**config.mk**
```make
export PLATFORM = sky130hd
export DESIGN_NAME = mul_sequencer
export DESIGN_NICKNAME = d
export VERILOG_FILES = /design/src/rtl/mul_sequencer.sv
export SDC_FILE = /design/constraint.sdc
export NUM_CORES = 1
export LEC_CHECK = 0
export BUFFER_PORTS_ARGS = -buffer_cell sky130_fd_sc_hd__buf_2
export CORE_ASPECT_RATIO = 0.8
export CORE_UTILIZATION = 56
export DETAILED_ROUTE_END_ITERATION = 6
export GPL_TIMING_DRIVEN = 0
export MAX_ROUTING_LAYER = met4
export PLACE_DENSITY_LB_ADDON = 0.2
export SLEW_MARGIN = 20
export SYNTH_ARGS = -nofsm -noshare
export SYNTH_HDL_FRONTEND = slang
export SYNTH_SLANG_ARGS = --single-unit
```
**constraint.sdc**
```tcl
create_clock -name clk_i -period 4.3 [get_ports clk_i]
set_clock_uncertainty 0.15 [all_clocks]
set_input_delay 0.43 -clock clk_i [delete_from_list [all_inputs] [get_ports clk_i]]
set_output_delay 0.43 -clock clk_i [all_outputs]
set_load 0.005 [all_outputs]
```
**src/rtl/mul_sequencer.sv**
```systemverilog
// Iterative shift-add multiplier for the EX stage: stalls the pipe while it
// steps one multiplier bit per cycle, then pulses done_o with the low product.
module mul_sequencer #(
  parameter int WIDTH      = 32,
  parameter bit EARLY_EXIT = 1'b0
) (
  input  logic             clk_i,
  input  logic             rst_i,
  input  logic             start_i,
  input  logic             flush_i,
  input  logic [WIDTH-1:0] src1_i,
  input  logic [WIDTH-1:0] src2_i,
  output logic             stall_o,
  output logic             done_o,
  output logic [WIDTH-1:0] result_o
);

  localparam int CW = $clog2(WIDTH) + 1;
  localparam logic [CW-1:0] LAST = CW'(WIDTH - 1);

  typedef enum logic [1:0] {IDLE, RUN, DONE} state_t;

  state_t           state, state_nx;
  logic [WIDTH-1:0] mcand, mplier, acc;
  logic [CW-1:0]    cnt;
  logic             accept;
  logic [WIDTH-1:0] mplier_sh;

  assign mplier_sh = mplier >> 1;

  always_ff @(posedge clk_i or posedge rst_i) begin
    if (rst_i) state <= IDLE;
    else       state <= state_nx;
  end

  always_comb begin
    state_nx = state;
    accept   = 1'b0;
    stall_o  = 1'b0;
    unique case (state)
      IDLE: begin
        if (start_i && !flush_i) begin
          accept   = 1'b1;
          stall_o  = 1'b1;
          state_nx = RUN;
        end
      end
      RUN: begin
        stall_o = 1'b1;
        if (flush_i)                            state_nx = IDLE;
        else if (cnt == LAST)                   state_nx = DONE;
        else if (EARLY_EXIT && mplier_sh == '0) state_nx = DONE;
      end
      // start_i still belongs to the finishing instruction here; never restart.
      DONE:    state_nx = IDLE;
      default: state_nx = IDLE;
    endcase
  end

  // A flushed step is dropped so acc keeps the partial sum it had.
  always_ff @(posedge clk_i or posedge rst_i) begin
    if (rst_i) begin
      mcand  <= '0;
      mplier <= '0;
      acc    <= '0;
      cnt    <= '0;
    end else if (accept) begin
      mcand  <= src1_i;
      mplier <= src2_i;
      acc    <= '0;
      cnt    <= '0;
    end else if (state == RUN && !flush_i) begin
      if (mplier[0]) acc <= acc + mcand;
      mcand  <= mcand << 1;
      mplier <= mplier_sh;
      cnt    <= cnt + 1'b1;
    end
  end

  assign done_o   = (state == DONE);
  assign result_o = acc;

endmodule

```
Word-level counts from Yosys, hierarchy flattened
Index checks and enable logic that the tools add are counted.
- bits in registers: 104
- input port bits: 68
- output and inout port bits: 34
- logic and storage cells: 36
- add/sub/neg operators: 2
- equal/unequal tests: 5
- muxes and demuxes: 16
- reduce and logical (&&, ||, !) cells: 8
- operators by type and width (kind ; count):
    $mux W32 ; 7
    $add A32 B32 Y32 ; 1
    $mux W6 ; 2
    $add A6 B1 Y6 const B ; 1
    $eq A6 B5 Y1 const B ; 1
    $mux W2 ; 3
    $pmux W2 S2 ; 1
    $reduce_and A2 Y1 ; 2
    $reduce_bool A2 Y1 ; 2
    $ne A3 B3 Y1 const B ; 1
    $eq A2 B1 Y1 const B ; 1
    $eq A2 B2 Y1 const B ; 1
    $logic_and A1 B1 Y1 ; 2
    $logic_not A2 Y1 ; 1
    $mux W1 ; 2
    $ne A2 B2 Y1 const B ; 1
    $pmux W1 S2 ; 1
    $logic_not A1 Y1 ; 1

Longest topological paths before layout
- word-level depth: 6
- mapped depth: 10
- gate-level depth less buffers: 10

Worst setup path after synthesis
Ideal clock, no wire load.
- path kind: register to register
- from: reg acc[0], in the netlist result_o[0]
- to: reg acc[30], in the netlist result_o[30]
- library setup time: 0.095 ns
- data arrival time: 2.551 ns
- data required time: 4.055 ns
- path slack: 1.503 ns
- stages on the path, launching flop included: 11
- path buffers: 0
- clock period less this slack: 2.797 ns
- path through: dfrtp_1 -> ha_1 -> fa_1 -> a21o_1 -> a21oi_1 -> o21ai_1 -> a31oi_2 -> o21ai_2 -> o211a_1 -> o21a_1 -> o31ai_1
- cells in the longest elaborated chain, start to end: 4
- ends and longest elaborated chain (element ; line ; text):
    start: declaration ; 24 ; logic [WIDTH-1:0] mcand, mplier, acc;
    start signal: assignment ; 73 ; if (mplier[0]) acc <= acc + mcand;
    $add A32 B32 Y32 ; 73 ;
    $mux W32 ; 73 ;
    $mux W32 ; 72 ; end else if (state == RUN && !flush_i) begin
    $mux W32 ; 67 ; end else if (accept) begin
No other way between the ends. The select of a mux whose other input is x is not followed.
A chain may end at the register's enable or synchronous reset.

Final worst setup path
- from: reg mcand[0]
- to: reg acc[30], in the netlist result_o[30]
- cells in the longest elaborated chain, start to end: 4
- ends and longest elaborated chain (element ; line ; text):
    start: declaration ; 24 ;
    start signal: assignment ; 68 ; mcand <= src1_i;
    start signal: assignment ; 74 ; mcand <= mcand << 1;
    $add A32 B32 Y32 ; 73 ;
    $mux W32 ; 73 ;
    $mux W32 ; 72 ;
    $mux W32 ; 67 ;
No other way between the ends. The select of a mux whose other input is x is not followed.

==> results.ini <==
[routing]
via_count=5094
drt_wl_total_um=14100
wl_per_cell_um=15.9
drt-pass1-iter-count=5
postRouteAntennaNets=0
drt_iter0_drc=310
drt-vias-per-instance=5.76
drcViolationCount=0

[finish]
final_common_cell=nand2_1
layout_common_cells=162 x nand2_1, 104 x dfrtp_1, 101 x buf_2
finalNetCount=844
diodes=0
syn_to_final_growth_pct=18.2
drive_above_1_share_pct=17.4
fillers=820

[yosys]
yosysSeqAreaShare_pct=45.5
yosysTopAreaCellShare_pct=45.5
ys_ff_latch=104
synth-edff-count=0
yosysUniqueCellTypes=50
postSynthCellCount=629
ys.flop_type=dfrtp_1
synthTopCellsByArea=dfrtp_1 45%, nand2_1 11%, a22oi_1 8.1%, ha_1 7.0%, xor2_1 3.5%
syn-cell-area_um2=5720
avgSynthCellArea_um2=9.09
synth_warnings=0
synth.net_count=730
async_reset_ff_share_pct=100
synth_largest_area_cell=dfrtp_1

[worst_hold_path]
hold_class=in -> reg

[grt]
grt_overflow=0
grt_first_pass_wirelength_um=23500
grt_max_degree=63
antenna_found_initial=0
grt_usage_pct=29.2
grt_pass1_vias=4916

[floorplanning]
rows=32
io_pins=102
die_y_um=92.4
core_um2=9770
die_area_um2=10600
initial_core_util_pct=58.6
dieWidth_um=115

[sta]
slew_headroom_pct=24.9
tightest_slew_ns=1.12
hold_viol=0
fin_crit_ns=3.14
setup_violations=0
slew_viol_final=0
tns_ns=0
rsz0062_at_grt=no
post-route-period-util_pct=73.0
max_freq_mhz=318

[clocking]
cts_made_buffers=9
cts.repair.resized=0
numClockSinks=104
clock_tree.buffer_depth=2
htreeDepth=3
clkSlewWorstSetupHoldPaths_ns=0.07
clk_latency_ns=0.35
root_buffer=clkbuf_16
cts_tree=built

[setup_path]
crit_type=reg -> reg
crit_buf_inv=0
critical-path-top-delay-family=compound AO/OA/AOI/OAI gates
path_cells=ha_1 -> fa_1 -> a21o_1 -> a21oi_1 -> o21ai_1 -> a31oi_2 -> o21ai_2 -> o211a_1 -> o21a_1 -> o31ai_1
cp-end-kind=flip-flop
cp.arrival_ns=3.25
cp-start-kind=flip-flop
slowest_stage=dfrtp_1
max_stage_delay_ns=0.41
cp_max_fo=5
crit_required_ns=4.41

[power]
switchingPower_uw=1290
power.density_nw_per_um2=524
total_power_uw=3540
p_int_uw=2250
seqPwrFrac_pct=40.4
p_leak_uw=0.00349
clkPwrFrac_pct=25.1
netSwitchingFraction_pct=36.5
combPwrFrac_pct=34.5
ir_drop_v=0.000219

[run_status]
run_status=completed

[job]
maxCapViolCount=0

[place]
dpl.hpwl_um=10300
gp_congestion=0.904
port_buffers=101

==> state kept, by name, summed over array words and instances, names as in the netlist <==
register	count
state	2
cnt	6
mcand	32
result_o	32
mplier	32
==> cell type report <==
cell class | instances | area [um2] | area share [%]
multi-input combinational | 486 | 2960 | 43.9
sequential | 104 | 2600 | 38.5
timing repair buffer | 103 | 543 | 8.03
clock buffer | 10 | 229 | 3.39
tap | 136 | 170 | 2.52
buffer | 34 | 135 | 2.00
clock inverter | 6 | 91.3 | 1.35
inverter | 5 | 23.8 | 0.352
==> power groups by stage <==
stage / registers [uW] / clock network, uW / logic [uW]
floorplan: 1390 / 0 / 888
global placement: 1430 / 0 / 1150
detailed placement: 1440 / 0 / 1210
CTS: 1430 / 900 / 1220
global route: 1460 / 946 / 1380
finish: 1430 / 888 / 1220
==> metal layers <==
metal / share of wire, % / wire (um) / track usage, % / up-vias
li1: - / - / - / 2476
met1: 47 / 6560 / 39.3 / 2452
met3: 5.2 / 733 / 5.24 / 22
met5: 0 / 0 / - / -
met2: 46 / 6510 / 44.7 / 144
met4: 1.9 / 261 / 9.85 / 0
==> per-stage QoR <==
step           instance area (um2)  instances  hold slack [ns]  utilization [%]  worst slack [ns]
6_report                      6760        884            0.140             69.2              1.16
2_1_floorplan                 5720        629            0.296                -             0.988
3_3_place_gp                  6400        866            0.308             65.5            -0.106
3_5_place_dp                  6430        867            0.313             65.8              1.19
5_1_grt                       6760        884            0.142             69.2             0.921
4_1_cts                       6760        884            0.135             69.2              1.17
==> cells in the mapped netlist, types with 3 or more instances <==
cell type	number
inv_1	4
o21ai_0	26
dfrtp_1	104
nand4_1	4
nand2_1	162
ha_1	32
o21ai_1	20
a31oi_1	4
nor2_1	18
xnor2_1	10
a211oi_1	4
a21oi_1	23
o21bai_1	5
clkbuf_1	32
a21o_1	12
o211ai_1	3
and3_1	5
nor3_1	5
a22oi_1	62
o21a_1	4
nand3_1	30
xor2_1	23
mux2i_1	3
==> final timing paths <==
path | from | endpoint | slack, ns | cells past startpoint
max | mcand[0]$_DFFE_PP0P_ | result_o[30]$_DFFE_PP0P_ | 1.16 | 10
min | src2_i[21] | mplier[21]$_DFFE_PP0P_ | 0.14 | 3
max reg2reg | mcand[0]$_DFFE_PP0P_ | result_o[30]$_DFFE_PP0P_ | 1.16 | 10
min reg2reg | result_o[31]$_DFFE_PP0P_ | result_o[31]$_DFFE_PP0P_ | 0.33 | 1
max in group asynchronous | rst_i | result_o[21]$_DFFE_PP0P_ | 2.89 | 4
min in group asynchronous | rst_i | mplier[10]$_DFFE_PP0P_ | 0.48 | 3
==> repair_timing <==
action,in CTS,in global routing
endpoints found under the setup margin,0,0
hold buffers,1,0
hold endpoints to repair,42,0
setup buffers,0,0
==> cells by family after synthesis <==
| family | count (synthesis) | share of synthesized area, % |
|---|---|---|
| simple gates | 234 | 17.1 |
| mux | 3 | 0.525 |
| compound gates | 183 | 21.8 |
| buf+inv | 39 | 2.69 |
| fa+ha+maj | 33 | 7.35 |
| xor+xnor | 33 | 5.05 |
| flops | 104 | 45.5 |
==> tightest hold or removal path, stage by stage <==
cell and delay [ns]:
buf_2 0.07, a22oi_1 0.05, nand2_1 0.05
Note: power is estimated with default switching activity, not from simulation.
